File: src/rtl/line_encoder_queue.sv
// Priority line encoder that queues every set line of a captured mask and emits one code per accepted transfer.
// Optional feature: define LINE_ENCODER_PARITY_EN to add a registered parity output over y.
module line_encoder_queue (
   input  logic       clk,
   input  logic       rst,
   input  logic       enable,
   input  logic       load,
   input  logic [7:0] d,
   input  logic       ready,
   output logic       valid,
   output logic [2:0] y,
   output logic       busy,
   output logic [3:0] remaining,
   output logic       done,
   output logic       empty
`ifdef LINE_ENCODER_PARITY_EN
   ,
   output logic       parity
`endif
);

   typedef enum logic {
      IDLE    = 1'b0,
      PRESENT = 1'b1
   } state_t;

   state_t     state_r, state_s;
   logic [7:0] pending_r, pending_s;
   logic [3:0] remaining_r, remaining_s;
   logic [2:0] y_r, y_s;
   logic       valid_r, valid_s;
   logic       busy_r, busy_s;
   logic       done_r, done_s;
   logic       empty_r, empty_s;
   logic       xfer_s;
   logic [7:0] rest_s;

   function automatic logic [3:0] popcount8(input logic [7:0] v);
      logic [3:0] cnt;
      cnt = 4'd0;
      for (int i = 0; i < 8; i++) begin
         cnt = cnt + {3'b000, v[i]};
      end
      return cnt;
   endfunction

   // Scans upward so the highest set bit wins; bit i maps to code 7-i.
   function automatic logic [2:0] encode8(input logic [7:0] v);
      logic [2:0] code;
      code = 3'd0;
      for (int i = 0; i < 8; i++) begin
         if (v[i]) begin
            code = 3'd7 - i[2:0];
         end else begin
            code = code;
         end
      end
      return code;
   endfunction

   function automatic logic [7:0] code_mask(input logic [2:0] c);
      return 8'b1000_0000 >> c;
   endfunction

   function automatic logic parity3(input logic [2:0] v);
      return ^v;
   endfunction

   assign xfer_s = (state_r == PRESENT) && valid_r && ready && enable;
   assign rest_s = pending_r & ~code_mask(y_r);

   // Next-state and next-output computation.
   always_comb begin
      state_s     = state_r;
      pending_s   = pending_r;
      remaining_s = remaining_r;
      y_s         = y_r;
      valid_s     = 1'b0;
      done_s      = 1'b0;
      empty_s     = 1'b0;
      if (!enable) begin
         state_s = state_r;
      end else begin
         case (state_r)
            IDLE: begin
               if (load && (d != 8'h00)) begin
                  state_s     = PRESENT;
                  pending_s   = d;
                  remaining_s = popcount8(d);
                  y_s         = encode8(d);
                  valid_s     = 1'b1;
               end else if (load) begin
                  empty_s = 1'b1;
               end else begin
                  state_s = IDLE;
               end
            end
            PRESENT: begin
               valid_s = 1'b1;
               if (xfer_s) begin
                  pending_s   = rest_s;
                  remaining_s = remaining_r - 4'd1;
                  if (rest_s == 8'h00) begin
                     state_s = IDLE;
                     valid_s = 1'b0;
                     done_s  = 1'b1;
                  end else begin
                     y_s = encode8(rest_s);
                  end
               end else begin
                  pending_s = pending_r;
               end
            end
            default: begin
               state_s = IDLE;
            end
         endcase
      end
      busy_s = (state_s == PRESENT);
   end

   // State and output registers with synchronous reset.
   always_ff @(posedge clk) begin
      if (rst) begin
         state_r     <= IDLE;
         pending_r   <= 8'h00;
         remaining_r <= 4'd0;
         y_r         <= 3'd0;
         valid_r     <= 1'b0;
         busy_r      <= 1'b0;
         done_r      <= 1'b0;
         empty_r     <= 1'b0;
      end else begin
         state_r     <= state_s;
         pending_r   <= pending_s;
         remaining_r <= remaining_s;
         y_r         <= y_s;
         valid_r     <= valid_s;
         busy_r      <= busy_s;
         done_r      <= done_s;
         empty_r     <= empty_s;
      end
   end

`ifdef LINE_ENCODER_PARITY_EN
   logic parity_r;

   // Parity tracks y on the same edge it is loaded.
   always_ff @(posedge clk) begin
      if (rst) begin
         parity_r <= 1'b0;
      end else begin
         parity_r <= parity3(y_s);
      end
   end

   assign parity = parity_r;
`endif

   assign valid     = valid_r;
   assign y         = y_r;
   assign busy      = busy_r;
   assign remaining = remaining_r;
   assign done      = done_r;
   assign empty     = empty_r;

endmodule
File: config.mk
export PLATFORM = sky130hd
export DESIGN_NAME = line_encoder_queue
export DESIGN_NICKNAME = d
export VERILOG_FILES = /design/src/rtl/line_encoder_queue.sv
export SDC_FILE = /design/constraint.sdc
export NUM_CORES = 1
export LEC_CHECK = 0
export BUFFER_PORTS_ARGS = -buffer_cell sky130_fd_sc_hd__clkbuf_2
export CAP_MARGIN = 30
export CORE_MARGIN = 4
export CORE_UTILIZATION = 40
export DETAILED_ROUTE_END_ITERATION = 12
export GPL_TIMING_DRIVEN = 0
export PLACE_DENSITY_LB_ADDON = 0.3
export SKIP_CTS_REPAIR_TIMING = 1
export SYNTH_ARGS = -nofsm -noshare
export SYNTH_HDL_FRONTEND = slang
export SYNTH_SLANG_ARGS = --single-unit
File: constraint.sdc
create_clock -name clk -period 2.9 [get_ports clk]
set_input_delay 0.29 -clock clk [delete_from_list [all_inputs] [get_ports clk]]
set_output_delay 0.29 -clock clk [all_outputs]
set_load 0.02 [all_outputs]
## Word level (Yosys, flattened, before mapping)

Index checks and enable logic that the tools add are counted.

| operators by class | value |
|---|---|
| add/subtract/negate cells | 8 |
| equal/unequal tests | 3 |
| shifts and indexed selects | 1 |
| mux-type cells | 32 |
| bitwise operators | 5 |
| reduce and logical (&&, ||, !) cells | 11 |

Operators with widths:

| operator | count |
|---|---|
| 2-to-1 mux 3 bit | 19 |
| adder 4 x 1 -> 4 bit | 4 |
| 2-to-1 mux 8 bit | 2 |
| case mux 8 bit (2 select lines) | 1 |
| AND 8 bit | 1 |
| logical NOT 8 bit | 1 |
| 2-to-1 mux 4 bit | 2 |
| NOT 8 bit | 1 |
| case mux 4 bit (2 select lines) | 1 |
| nonzero test 8 bit | 1 |
| OR reduction 4 bit | 2 |
| right shift 8 x 3 -> 8 bit (first input constant) | 1 |
| case mux 3 bit (2 select lines) | 1 |
| 2-to-1 mux 1 bit | 5 |
| adder 3 x 1 -> 4 bit | 1 |
| logical AND 1 bit | 4 |
| inequality test 2 bit (second input constant) | 2 |
| AND reduction 4 bit | 1 |
| subtractor 4 x 1 -> 4 bit (second input constant) | 1 |
| adder 2 x 1 -> 3 bit | 1 |
| NOT 1 bit | 3 |
| AND reduction 3 bit | 1 |
| adder 1 x 1 -> 2 bit | 1 |
| inequality test 2 x 1 -> 1 bit (second input constant) | 1 |
| 2 further kinds | 2 |

| word-level totals | value |
|---|---|
| bits in registers | 19 |
| bits of input ports | 13 |
| output and inout bits | 11 |
| word-level logic and storage cells | 67 |

## Depth between registers and ports, before layout

Gate-level depths: netlist of run 1.

| depth | value |
|---|---|
| depth after elaboration | 14 |
| gate-level depth with buffers | 12 |
| gate-level depth less buffers | 12 |

## Worst setup path after synthesis of run 1

No wires, ideal clock.

| timing path | value |
|---|---|
| path kind | in2reg |
| start point | in d[0] |
| end point | reg remaining_r[2], in the netlist remaining[2] |
| arrival | 2770 ps |
| data required time | 2829 ps |
| slack | 59 ps |
| cell stages on the path | 12 |
| cell sequence | fa_1 > inv_1 > fa_1 > fa_1 > inv_1 > ha_1 > inv_1 > fa_1 > xor2_1 > o22ai_1 > nand2_1 > a21oi_1 |

| between the ends | value |
|---|---|
| word-level cells in the longest chain between the ends | 9 |
| elaborated cells on any way between the ends | 13 |

Ends and longest elaborated chain:

| element | RTL line | text |
|---|---|---|
| start: declaration | 8 | `input logic [7:0] d,` |
| adder 1 x 1 -> 2 bit | 42 | `cnt = cnt + {3'b000, v[i]};` |
| adder 2 x 1 -> 3 bit | 42 |  |
| adder 3 x 1 -> 4 bit | 42 |  |
| adder 4 x 1 -> 4 bit (4 in a row) | 42 |  |
| 2-to-1 mux 4 bit | 86 | `if (load && (d != 8'h00)) begin` |
| case mux 4 bit (2 select lines) | 84 | `case (state_r)` |
| end signal: assignment | 136 | `remaining_r <= remaining_s;` |
| end: declaration | 29 | `logic [3:0] remaining_r, remaining_s;` |

Parallel ways exist; a longest one is shown, timed or not. The select of a mux whose other input is x is not followed.
A chain may end at the register's enable or synchronous reset.

## Final worst setup path of run 1

Ends and elaborated chain as after synthesis.

==> results of run 1 <==
per-stage QoR:
stage | power (uW) | cells | setup TNS [ns] | util, %
5_1_grt | 885 | 258 | 0 | 47.9
4_1_cts | 821 | 258 | 0 | 47.6
6_report | 819 | 258 | 0 | 47.9
3_5_place_dp | 630 | 254 | -0.364 | 46.3
2_1_floorplan | 552 | 184 | 0 | -
3_3_place_gp | 629 | 254 | -0.389 | 46.3
cell usage after synthesis, types with 2 or more instances:
library cell  number
nand3_1            6
nor3b_1            2
nor2b_1            4
nor4b_2            2
o21ai_1            7
a311oi_1           2
a22oi_1            4
nor2_1            13
mux2i_1            2
o31ai_1            2
a31oi_1            2
inv_1             18
nor3_1             5
o22ai_4            2
nand2_1           15
a21oi_1           16
ha_1               7
fa_1               4
dfxtp_1           19
buf_2              2
clkbuf_1           2
o21ai_0            7
xor2_1             2
o21a_1             3
nand2b_1           2
mux2_4             3
buf_6              4
placed cells by master (no fill, tap or decap), types with 3 or more instances in the layout:
master and instances:
fa_1 3, a21oi_1 15, clkbuf_8 3, o21ai_1 7
o21a_1 3, mux2_4 3, nor3_1 5, nand2_1 15
nand3_1 6, buf_6 4, ha_1 6, inv_1 18
nor2_1 13, nor2b_1 4, a22oi_1 4, dfxtp_1 19
clkbuf_2 21, o21ai_0 7
registers in the layout (all words and copies together), names as in the netlist:
name and flops:
y 3, pending_r 8, valid 1, busy 1
empty 1, remaining 4, done 1
per-layer routing:
layer  global-route usage [%]  vias to the layer above  share of wire [%]
li1                         -                      713                  -
met5                        0                        -                  0
met4                     5.96                        0                2.0
met2                     23.7                       35                 46
met3                     2.88                        7                4.8
met1                     22.1                      655                 47
layout make-up:
cell class	count	area share [%]
inverter	18	3.80
multi-input combinational	138	58.8
timing repair buffer	22	6.33
sequential	19	21.4
buffer	9	3.73
clock buffer	3	2.32
clock inverter	1	0.281
tap	48	3.38
worst max-delay path, stage by stage:
cell     delay, ns
buf_4         0.13
fa_1          0.53
inv_1         0.05
fa_1          0.49
fa_1          0.40
inv_1         0.06
ha_2          0.17
inv_1         0.05
fa_2          0.33
xor2_1        0.14
o22ai_1       0.11
nand2_1       0.08
a21oi_2       0.13
worst min path at each step:
stage                    to          from  cells after the start
2_1_floorplan  pending_r[3]          d[3]                      2
5_1_grt        pending_r[5]          d[5]                      3
3_3_place_gp   remaining[1]  remaining[1]                      2
4_1_cts                done         ready                      3
6_report       pending_r[5]          d[5]                      3
3_5_place_dp   remaining[1]  remaining[1]                      2
power groups by stage:
stage,clock [uW],combinational (uW),sequential (uW)
detailed placement,0,322,308
finish,191,325,303
global route,207,372,306
CTS,195,323,302
floorplan,0,231,321
global placement,0,321,308
cell families (layout without fill, tap and decap cells):
kind of cell,Yosys count,count (layout),synth area share [%]
compound gates,58,58,26.5
buf+inv,27,53,8.63
simple gates,62,62,24.3
xor+xnor,2,2,1.13
fa+ha+maj,11,11,10.8
flops,19,19,24.5
mux,5,5,4.19
==> flow_summary_export.csv, run 1 <==
group,metric,value,unit
outcome,outcome,"finished, final reports clean",
sta,finalMaxSlewViolations,0,
sta,fin_crit_sh,95.6,%
routing,viasPerCell,5.47,
placed_design,port_buffers,22,
synth,synth_nets,208,
critical_path,startpoint_type,"input pin",
critical_path,crit_fanout,4,
routing,wl_per_cell,13.9,um
clock_tree,cts_max_level,1,
sta,timing.final.crit_period,2.77,ns
sta,fin_ws,0.128,ns
floorplan,die_height,70.3,um
power_and_ir_drop,peakVddDrop,0.000263,V
synth,syn-cell-area,1550,sq um
synth,synth_edf_count,0,
power_and_ir_drop,combPwrFrac,39.7,%
synth,synthTopCellsByArea,"dfxtp_1 (25%), ha_1 (5.6%), a21oi_1 (5.2%)",
floorplan,rows,22,
critical_path,ff2ff_path_depth,6,
clock_tree,ctsLongestPathBuffers,2,
critical_path,critPathCapture,"remaining[2]",
finish,seqCellArea,380,sq um
critical_path,worstPathArrival,2.97,ns
sta,hold_violations,0,
synth,seq_area_frac_synth,24.5,%
synth,synth_top_cell_by_area,"dfxtp_1",
floorplan,die_x,70.3,um
sta,rsz0062_at_grt,"no",
sta,report.final.setup_viol,0,
synth,syn_avg_cell_area,8.43,sq um
sta,finClkSkew,0.00632,ns
critical_path,cp.required,3.10,ns
critical_path,crit_type,"in2reg",
sta,fmax,361,MHz
critical_path,timing.reg2reg.setup_slack,1.26,ns
synth,syn_inst,184,
synth,ys.flop_type,"dfxtp_1",
finish,design_area,1780,sq um
flow_run,cap_violations,0,
worst_hold_path,min_path_type,"in2reg",
finish,num_antenna_cells,0,
critical_path,cp-startpoint,"d[0]",
routing,detailroute.via_count,1410,
power_and_ir_drop,leakagePower,0.000708,uW
power_and_ir_drop,netSwitchingPower,302,uW
synth,yosys_warnings,0,
clock_tree,cts_buffers,3,
floorplan,start_util,41.8,%
placed_design,place_area,1720,sq um
routing,dr.first_iter.drc_count,107,
clock_tree,path_clk_slew,0.08,ns
floorplan,die_area,4940,sq um
grt,overflow,0,
finish,nets,235,
grt,grt_max_degree,12,
grt,grt_pass1_wl,6.40,mm
sta,slew_headroom,63.3,%
routing,drcViolationCount,0,
synth,ys_ff_latch,19,
sta,holdWs,0.311,ns
placed_design,gp_congestion,0.801,
clock_tree,cts.sinks,19,
power_and_ir_drop,pwr-share-clk,23.4,%
finish,drive_above_1_share,24.8,%
synth,synth_top_cell_area_share,24.5,%
synth,synthArstFlopShare,0,%
placed_design,dp_hpwl,2.77,mm
finish,multi_input_area,1050,sq um
finish,area_growth,14.7,%
clock_tree,clk_latency,0.26,ns
power_and_ir_drop,internal-power,517,uW
grt,track_usage,15.8,%
power_and_ir_drop,pwr-share-seq,36.9,%
power_and_ir_drop,power_density,460,nW/um^2
routing,wl,3.59,mm
grt,antenna_found_initial,0,
finish,fillers,362,
clock_tree,cts_tree,"done",
critical_path,r2r_start,"busy",
placed_design,pre_cts_ws,-0.189,ns
floorplan,core_area,3720,sq um
synth,synth_cell_types,54,
critical_path,worst_r2r_endpoint,"remaining[1]",
critical_path,endpoint_kind,"flip-flop",
routing,ant_nets,0,
routing,drt-pass1-iter-count,5,
sta,worst_pin_slew,0.550,ns
grt,grt_pass1_vias,1326,
power_and_ir_drop,switching_share,36.9,%
clock_tree,cts_root_buf,"clkbuf_8",
floorplan,ios,24,
Note: power is estimated with default switching activity, not from simulation.
==> run 2, diff against run 1 <==
--- a/config.mk
+++ b/config.mk
@@ -11,7 +11,8 @@
 export CORE_UTILIZATION = 40
 export DETAILED_ROUTE_END_ITERATION = 12
 export GPL_TIMING_DRIVEN = 0
-export PLACE_DENSITY_LB_ADDON = 0.3
+export MAX_ROUTING_LAYER = met4
+export REMOVE_ABC_BUFFERS = 1
 export SKIP_CTS_REPAIR_TIMING = 1
 export SYNTH_ARGS = -nofsm -noshare
 export SYNTH_HDL_FRONTEND = slang
==> run 2 against run 1 <==
Net effect:
- core utilization fell by 1.4 points
- critical endpoint unchanged
- via count fell by 0.85%
- non-clock buffer count fell by 8
- clock power rose by 3%
- highest routed layer unchanged
- final cell count fell by 3.1%
==> flow_summary_export.csv, run 2 (synthesis gave the netlist of run 1 again) <==
group,metric,value,unit
power_and_ir_drop,power_density,472,nW/um^2
clock_tree,cts_root_buf,"clkbuf_8",
grt,grt_pass1_vias,1374,
routing,viasPerCell,5.59,
finish,nets,227,
floorplan,core_area,3720,sq um
routing,wl_per_cell,15.0,um
power_and_ir_drop,internal-power,508,uW
routing,drt-pass1-iter-count,4,
sta,finalMaxSlewViolations,0,
finish,top_register,"pending_r",
floorplan,die_height,70.3,um
power_and_ir_drop,netSwitchingPower,308,uW
routing,drcViolationCount,0,
clock_tree,cts_tree,"done",
placed_design,place_area,1660,sq um
sta,worst_pin_slew,0.953,ns
placed_design,place_inst,246,
routing,wl,3.76,mm
placed_design,gp_congestion,0.829,
critical_path,crit_type,"in2reg",
power_and_ir_drop,switching_share,37.8,%
routing,ant_nets,0,
critical_path,crit_fanout,4,
power_and_ir_drop,pwr-share-clk,24.0,%
power_and_ir_drop,leakagePower,0.000677,uW
sta,holdWs,0.297,ns
grt,track_usage,15.6,%
finish,num_antenna_cells,0,
clock_tree,path_clk_slew,0.08,ns
finish,drive_above_1_share,23.8,%
critical_path,startpoint_type,"input pin",
power_and_ir_drop,combPwrFrac,36.0,%
clock_tree,cts_max_level,1,
sta,slew_headroom,36.4,%
sta,finClkSkew,0.00137,ns
outcome,outcome,"finished, final reports clean",
clock_tree,cts_buffers,3,
sta,fin_ws,0.0687,ns
floorplan,ios,24,
grt,grt_max_degree,28,
finish,area_growth,11.4,%
worst_hold_path,min_path_type,"in2reg",
critical_path,endpoint_kind,"flip-flop",
finish,stdcell_count,250,
placed_design,pre_cts_ws,-0.243,ns
sta,fin_crit_sh,97.6,%
sta,fmax,353,MHz
finish,final_common_cell,"clkbuf_2",
floorplan,die_area,4940,sq um
finish,largest_reg_flops,8,
power_and_ir_drop,power.total,816,uW
critical_path,cp.required,3.09,ns
placed_design,dp_hpwl,2.78,mm
sta,timing.final.crit_period,2.83,ns
routing,detailroute.via_count,1398,
grt,overflow,0,
routing,dr.first_iter.drc_count,75,
sta,rsz0062_at_grt,"yes",
placed_design,port_buffers,23,
clock_tree,ctsLongestPathBuffers,2,
power_and_ir_drop,peakVddDrop,0.000219,V
flow_run,cap_violations,0,
finish,design_area,1730,sq um
grt,antenna_found_initial,0,
sta,hold_violations,0,
floorplan,die_x,70.3,um
clock_tree,clk_latency,0.26,ns
sta,report.final.setup_viol,0,
finish,final_cell_mix,"clkbuf_2 (21), dfxtp_1 (19), inv_1 (17), a21oi_1 (15), nand2_1 (15)",
critical_path,worstPathArrival,3.03,ns
grt,grt_pass1_wl,6.22,mm
floorplan,start_util,41.8,%
floorplan,rows,22,
clock_tree,cts.sinks,19,
power_and_ir_drop,pwr-share-seq,40.0,%
run 2: layout make-up:
type,instances,area (sq um)
timing repair buffer,23,128
sequential,19,380
clock buffer,3,41.3
fill,381,1990
multi-input combinational,138,1050
inverter,18,67.6
tap,48,60.1
clock inverter,1,5.00
run 2: critical path, stage by stage:
cell and delay [ns]:
buf_8 0.11, fa_1 0.52, inv_1 0.05, fa_1 0.50
fa_1 0.43, inv_1 0.08, ha_2 0.18, inv_2 0.04
fa_2 0.32, xor2_1 0.15, o22ai_1 0.12, nand2_1 0.09
a21oi_2 0.15
run 2: metal layers:
metal	vias to the layer above	GRT usage [%]	share of wire (%)
met3	6	2.59	3.2
met4	0	6.81	2.2
met5	-	-	0
li1	697	-	-
met2	26	25.9	49
met1	669	18.6	46
run 2: worst paths after layout:
check | start | to | slack, ns | cells past startpoint
worst max register to register | busy | pending_r[5] | 0.56 | 5
worst max-delay path | d[0] | remaining[2] | 0.07 | 13
worst min register to register | remaining[1] | remaining[1] | 0.50 | 2
worst min-delay path | d[0] | pending_r[0] | 0.30 | 3
run 2: per-stage QoR:
stage	util (%)	TNS [ns]
floorplan	-	0
global route	46.5	-0.103
detailed placement	44.7	-0.497
finish	46.5	0
global placement	44.7	-0.407
CTS	45.9	-0.000900
run 2: power by group through the flow:
stage	registers (uW)	clock network, uW	logic [uW]
2_1_floorplan	337	0	196
3_3_place_gp	331	0	279
3_5_place_dp	333	0	286
4_1_cts	326	197	289
5_1_grt	332	211	330
6_report	327	196	294
